==> src/rtl/fetch_unit.sv <==
// Instruction fetch stage: PC, credit-limited imem requests, DEPTH-entry in-order queue, redirect flush.
// Optional FETCH_PERF_CNT_EN adds the fetch_count port counting instructions delivered to decode.
module fetch_unit #(
  parameter logic [31:0] RESET_PC = 32'h0000_0000,
  parameter int          DEPTH    = 4
) (
  input  logic        clk,
  input  logic        rst,
  input  logic        redirect_valid,
  input  logic [31:0] redirect_pc,
  output logic        imem_req_valid,
  output logic [31:0] imem_req_addr,
  input  logic        imem_req_ready,
  input  logic        imem_rsp_valid,
  input  logic [31:0] imem_rsp_data,
  output logic        if_valid,
  output logic [31:0] if_instr,
  output logic [31:0] if_pc,
  input  logic        if_ready
`ifdef FETCH_PERF_CNT_EN
  ,
  output logic [31:0] fetch_count
`endif
);

  localparam int PW = $clog2(DEPTH);
  localparam int CW = PW + 1;
  localparam logic [CW:0] DEPTH_C = (CW + 1)'(DEPTH);

  logic [31:0]   pc_q, pc_d;
  logic [31:0]   rsp_pc_q, rsp_pc_d;
  logic [PW-1:0] head_q, head_d;
  logic [PW-1:0] tail_q, tail_d;
  logic [CW-1:0] count_q, count_d;
  logic [CW-1:0] outst_q, outst_d;
  logic [CW-1:0] drop_q, drop_d;
  logic [31:0]   instr_q [DEPTH];
  logic [31:0]   instr_d [DEPTH];
  logic [31:0]   epc_q   [DEPTH];
  logic [31:0]   epc_d   [DEPTH];

  logic req_hs;
  logic pop;
  logic push;
  logic unused_redirect_lsb;

  // Both channels transfer on a cycle where valid and ready are high together.
  // Requests only issue when queue entries plus in-flight requests leave a free slot.
  assign imem_req_valid = !rst && (({1'b0, count_q} + {1'b0, outst_q}) < DEPTH_C);
  assign imem_req_addr  = pc_q;
  assign req_hs         = imem_req_valid && imem_req_ready;

  assign if_valid = (count_q != '0);
  assign if_instr = instr_q[head_q];
  assign if_pc    = epc_q[head_q];
  assign pop      = if_valid && if_ready;
  assign push     = imem_rsp_valid && (drop_q == '0);

  assign unused_redirect_lsb = ^redirect_pc[1:0];

  always_comb begin
    pc_d     = pc_q;
    rsp_pc_d = rsp_pc_q;
    head_d   = head_q;
    tail_d   = tail_q;
    count_d  = count_q;
    drop_d   = drop_q;
    instr_d  = instr_q;
    epc_d    = epc_q;
    outst_d  = outst_q + CW'(req_hs) - CW'(imem_rsp_valid);
    if (redirect_valid) begin
      // Everything still in flight after this cycle belongs to the old path.
      pc_d     = {redirect_pc[31:2], 2'b00};
      rsp_pc_d = {redirect_pc[31:2], 2'b00};
      head_d   = '0;
      tail_d   = '0;
      count_d  = '0;
      drop_d   = outst_d;
    end else begin
      if (req_hs) begin
        pc_d = pc_q + 32'd4;
      end
      if (imem_rsp_valid) begin
        if (drop_q != '0) begin
          drop_d = drop_q - CW'(1);
        end else begin
          instr_d[tail_q] = imem_rsp_data;
          epc_d[tail_q]   = rsp_pc_q;
          tail_d          = tail_q + PW'(1);
          rsp_pc_d        = rsp_pc_q + 32'd4;
        end
      end
      if (pop) begin
        head_d = head_q + PW'(1);
      end
      count_d = count_q + CW'(push) - CW'(pop);
    end
  end

  always_ff @(posedge clk or posedge rst) begin
    if (rst) begin
      pc_q     <= RESET_PC;
      rsp_pc_q <= RESET_PC;
      head_q   <= '0;
      tail_q   <= '0;
      count_q  <= '0;
      outst_q  <= '0;
      drop_q   <= '0;
      for (int i = 0; i < DEPTH; i++) begin
        instr_q[i] <= '0;
        epc_q[i]   <= '0;
      end
    end else begin
      pc_q     <= pc_d;
      rsp_pc_q <= rsp_pc_d;
      head_q   <= head_d;
      tail_q   <= tail_d;
      count_q  <= count_d;
      outst_q  <= outst_d;
      drop_q   <= drop_d;
      instr_q  <= instr_d;
      epc_q    <= epc_d;
    end
  end

`ifdef FETCH_PERF_CNT_EN
  logic [31:0] fetch_count_q, fetch_count_d;

  // Pops in a redirect cycle are discarded, so they are not delivered.
  always_comb begin
    fetch_count_d = fetch_count_q + 32'(pop && !redirect_valid);
  end

  always_ff @(posedge clk or posedge rst) begin
    if (rst) begin
      fetch_count_q <= '0;
    end else begin
      fetch_count_q <= fetch_count_d;
    end
  end

  assign fetch_count = fetch_count_q;
`endif

  a_rsp_needs_outstanding: assert property (@(posedge clk) disable iff (rst)
    !(imem_rsp_valid && (outst_q == '0)));

endmodule

==> config.mk <==
export PLATFORM = sky130hd
export DESIGN_NAME = fetch_unit
export DESIGN_NICKNAME = d
export VERILOG_FILES = /design/src/rtl/fetch_unit.sv
export SDC_FILE = /design/constraint.sdc
export NUM_CORES = 1
export LEC_CHECK = 0
export BUFFER_PORTS_ARGS = -buffer_cell sky130_fd_sc_hd__buf_2
export CAP_MARGIN = 20
export CELL_PAD_IN_SITES_DETAIL_PLACEMENT = 0
export CELL_PAD_IN_SITES_GLOBAL_PLACEMENT = 1
export CORE_MARGIN = 2
export CORE_UTILIZATION = 30
export CTS_BUF_LIST = sky130_fd_sc_hd__clkbuf_8 sky130_fd_sc_hd__clkbuf_16
export DETAILED_ROUTE_END_ITERATION = 10
export PLACE_DENSITY = 0.65
export SLEW_MARGIN = 15
export SYNTH_ARGS = -nofsm -noshare
export SYNTH_HDL_FRONTEND = slang
export SYNTH_SLANG_ARGS = --single-unit
==> constraint.sdc <==
create_clock -name clk -period 21.8 [get_ports clk]
set_input_delay 3.27 -clock clk [delete_from_list [all_inputs] [get_ports clk]]
set_output_delay 3.27 -clock clk [all_outputs]
set_load 0.01 [all_outputs]
**After elaboration in Yosys (flattened, before gate mapping)**

Cells that the tools add are included.

- Word-level logic and storage cells: 74
- Output and inout bits: 98
- Register bits: 333
- Input port bits: 70

- Reductions and logical operators: 16
- Muxes and demuxes: 24
- Add/sub/neg operators: 10
- Eq/ne operators: 1
- Order comparisons: 4
- Bitwise logic cells: 4

Operators with widths:

| kind | count |
|---|---|
| $mux 32 | 10 |
| $bwmux 128 | 2 |
| $bmux 32 s2 | 2 |
| $add 32x3->32 const B | 2 |
| $demux 32 s2 | 1 |
| $mux 3 | 4 |
| $mux 2 | 5 |
| $reduce_bool 2->1 | 4 |
| $add 3x1->3 | 2 |
| $ge 3x3->1 const B | 2 |
| $not 2->3 | 2 |
| $reduce_bool 3->1 | 2 |
| $sub 3x1->3 | 2 |
| $logic_and 1x1->1 | 5 |
| $add 2x1->2 const B | 2 |
| $add 3x3->4 | 1 |
| $lt 4x3->1 const B | 1 |
| $reduce_and 2->1 | 2 |
| $logic_not 3->1 | 1 |
| $lt 3x1->1 const B | 1 |
| $reduce_and 3->1 | 1 |
| $sub 3x1->3 const B | 1 |
| $ne 2x2->1 const B | 1 |
| $not 1->1 | 2 |
| $logic_not 1->1 | 1 |

**Logic depth before layout (Yosys ltp)**

- Word-level depth: 7
- Depth in mapped cells: 13
- Mapped depth without buffers: 12

**Least setup slack after synthesis**

OpenSTA, ideal clock, no wires.

- Path kind: input port to output port
- From: input rst
- To: output imem_req_valid
- Stages: 2
- Arrival: 3.941 ns
- Data required time: 18.530 ns
- Path buffers: 0
- Path slack: 14.589 ns
- Cell sequence: nor4_2 > and2_1

- Longest elaborated chain between the ends: 2

Ends and longest elaborated chain:

| element | RTL line | RTL |
|---|---|---|
| from (decl) | 8 | `input logic rst,` |
| $logic_not 1->1 (no source line) | - |  |
| $logic_and 1x1->1 | 49 | `assign imem_req_valid = !rst && (({1'b0, count_q} + {1'b0, outst_q}) < DEPTH_C);` |
| to (decl) | 11 | `output logic imem_req_valid,` |

No other way between the ends.

**Final worst setup path**

Same ends and word-level chain as after synthesis.

==> reports/summary.md <==
Summed over all failing endpoints, the final setup total negative slack is 0 ps. The tools report the maximum root-to-sink buffer count as 3. The relative max-transition margin is 28.1%.

The flow ran to the end, and the final reports show no timing, DRC or antenna violations. Dividing total power by cell area gives a power density of 115 nW/um^2. Summing all placed instances gives a cell area of 16,600 sq um. The run gives 1,351 as the net count of the finished layout. Area share of the leading cell type in the synthesized netlist: 53.0%. Wires add up to 38.1 mm. For this block, the initial DRC count from the detailed router was 434.

The total via count after detailed routing is 9,845. The latest clock arrival within the worst-skew pair is 550 ps, and the fraction of final layout cells with drive strength greater than 1 is 44.0%. Summed over all instances, the cell type with the most area after synthesis is dfrtp_1. The via count of the first global-routing pass is 10.6k.

Setup repair after global routing left no endpoint under its margin. For the count of final setup violators, the log shows 0. STA puts the critical path data required time at 18,530 ps. The repair_antennas step left the layout with diodes totalling 0.

The floorplan step set the die width to 229 microns. The die covers 52,400 sq um. Averaged over all synthesized cells, the footprint is 13.5 sq um. In this design, the critical path's most frequently occurring cell is buf_2. The number of fillers in the final layout was 4,981. Count of instances resized after the clock tree is built: 0. Placeable core region: 50,100 sq um. Synthesis inferred 321 register bits. The H-tree depth reported by CTS came out at 2. The number of ports placed on the die boundary was 168; the biggest cell delay along the critical path was 770 ps. Across all setup checks in the final design, the least slack found is 13,960 ps. TritonCTS built the clock tree. The run gives 1,126 as the synthesized netlist cell count. Critical path buffer and inverter count: 2. In this run the post-CTS setup repair buffer count came out at 0.

Endpoint arrival time on the critical path: 4570 ps. The capturing element type of the critical path is an output pin. In the routed design, unresolved DRC markers number 0.

The synthesized netlist occupies a cell area of 15,200 sq um. Summed over all cells, the static leakage comes to 8.26 nW. The tools report the category of the worst setup path launch point as a primary input.

The tools report the final weighted congestion of routability-driven global placement as 0.811. For this run, the register share of the synthesized area comes to 53.0%. The tools report the number of placement rows as 82. The worst slack at placement was 13,950 ps.

Of all flip-flops after synthesis, the portion carrying an async set or reset was 100%. The area overhead of the layout relative to synthesis is 18.8%, and the clock transition at the registers of the reported paths is 60 ps. The run gives 5 as the number of detailed-route iterations in the first pass.

The final critical-path share of the clock period is 35.9%. The number of sinks handled by clock tree synthesis was 321. The logs give 0 for the initial antenna violation count and 0 for the number of hold-slack violations in the final timing report.

Path category of the worst min-delay check: register to register. The run gives 0 as the count of final max-slew check failures. Counting instances in the post-synthesis netlist gives the leading cell types as dfrtp_1 (321), mux2_2 (256), clkbuf_1 (62), mux4_2 (62). For the timing-limited maximum frequency, the log shows 128 MHz. The post-layout minimum cycle time came out at 7840 ps. Of all nets on the critical path, the largest fanout is 8.

The run gives 39 as the total clock buffers created by CTS. The signal on the critical path passes through buf_2, nor4_2, and2_1, buf_2. The number of different library cells in the post-synthesis netlist is 53.

The number of synthesized flops with an enable pin came out at 0. The count of nets left with antenna violations once routing finished came out at 0. For the worst IR drop on VDD, the log shows 0.0000438 V.

The half-perimeter wire length after detailed placement is 24.1 mm. The count of buffers from port buffering works out to 161. After detailed routing, the average wire length per cell comes to 19.4 microns. For the final database, setup skew stands at 14.5 ps. The most used flip-flop cell after synthesis is dfrtp_1. The cell type group with the largest total delay on the critical path was simple AND/OR/NAND/NOR gates. The tool flagged a number of max-cap violations equal to 0. The pin count of the biggest net entering global routing is 108. The run gives 61.3 mm as the wire length of the first global-routing pass. The tools report the total congestion overflow after global routing as 0. Most used standard cell by instance count after synthesis: dfrtp_1. The Yosys step of the flow raised 0 warnings. For the pin with the worst max-slew slack, the measured transition is 1080 ps. The finished cells cover 18,000 sq um. Ranked by total cell area, the synthesized netlist is headed by dfrtp_1 (53%), mux2_2 (19%), mux4_2 (9.2%). The tree is rooted in a clkbuf_16.

The via count normalized by instance count was 5.01; the starting density of the core was 30.3%. The startpoint-to-endpoint class of the critical path was primary input to output pin. The largest individual stage delay along the critical path comes from the cell nor4_2. Global routing used 14.8% of the available tracks across all layers. In this run, post-CTS hold repair placed 0 buffers. In this run the vertical extent of the chip is 229 microns.
## layer usage
metal	wire length, microns	part of all wire [%]	track usage, %	up-vias
met1	17200	45	19.6	5104
met4	558	1.5	3.35	0
met3	2190	5.7	3.90	47
met5	0	0	0	-
met2	18200	48	24.2	205
li1	-	-	-	4489
## metrics by stage
step / instances / power [mW] / utilization [%] / hold slack, ps
after floorplan: 1129 / 1.22 / - / 474
after global placement: 1892 / 1.42 / 33.2 / 482
after detailed placement: 1892 / 1.45 / 33.2 / 487
after CTS: 1960 / 2.12 / 35.8 / 501
after global routing: 1964 / 2.21 / 36.0 / 508
final: 1964 / 2.08 / 36.0 / 497
## sequential cells by signal, summed over array words and instances, names as in the netlist
register / cells
instr_q: 128
epc_q: 120
imem_req_addr: 30
rsp_pc_q: 30
count_q: 3
drop_q: 3
outst_q: 3
head_q: 2
tail_q: 2
## power by group
part | total, mW | internal [mW] | switching [mW]
Sequential | 0.832 | 0.734 | 0.0984
Clock | 0.661 | 0.402 | 0.259
Combinational | 0.584 | 0.314 | 0.271
## cell families (layout without fill, tap and decap cells)
logic type	count (synthesis)	in the layout	synth area share [%]
AOI/OAI and AO/OA	92	92	4.11
xor gates and xnor gates	24	24	1.39
adders and majority gates	16	16	1.42
buffers and inverters	101	264	2.66
DFF	321	321	53.0
muxes	319	319	28.3
other	1	4	0.0247
and+or+nand+nor	252	252	9.15
## worst reg2reg max path, stage by stage (launching register included)
cell and delay [ps]:
dfrtp_1 450, ha_1 240, nor4_2 800, and3_1 380, inv_1 260, ha_1 370
inv_1 40, ha_1 180, fa_1 370, xnor2_1 170, xnor2_1 160, nand2_1 70
o21ai_0 110
## final cells by class
type                    instances  area [sq um]  share of cell area, %
clock buffers                  44          1040                   5.80
clock inverters                24           255                   1.42
inverters                      22          90.1                  0.500
multi-input cells             707          6770                   37.6
flip-flops and latches        321          8040                   44.6
well taps                     672           841                   4.67
repair buffers                174           983                   5.46
## path summary, 6_finish.rpt
| path | to | startpoint | cells after the start | slack [ps] |
|---|---|---|---|---|
| min in group asynchronous | rsp_pc_q[20] | rst | 2 | 2880 |
| setup / recovery | imem_req_valid | rst | 4 | 13960 |
| max in group asynchronous | head_q[0] | rst | 3 | 17390 |
| hold reg to reg | epc_q[60] | epc_q[60] | 1 | 500 |
| hold / removal | epc_q[60] | epc_q[60] | 1 | 500 |
| setup reg to reg | drop_q[2] | count_q[1] | 12 | 18110 |
## placed cells by master (no fill, tap or decap), types with 4 or more instances in the layout
cell type  synthesis  layout
mux4_2            62      62
mux2_2           256     256
inv_1             20      27
nand2b_1           5       5
nor4_1            18      18
clkbuf_8           0       5
nand2_1           43      39
buf_2              0     161
and3_1            16      16
or3_1              8       8
o21ai_0           13      13
buf_16             0       4
xnor2_1           21      21
nor2b_1            8       8
nand4_1           27      27
buf_4              4       9
or2_2              5       5
bufinv_16          0       5
a311oi_1           6       6
dfrtp_1          321     319
conb_1             1       4
clkinv_2           0       5
and4_1            12      12
nor2_1            43      43
ha_1              14      14
nor3_1            19      19
nand2_4            0       4
nand3_1           21      21
a211oi_1          17      17
or4_1             13      13
clkbuf_16          0      39
a21oi_1           14      14
o31ai_1           14      14
a31oi_1           15      15
Note: power is estimated with default switching activity, not from simulation.
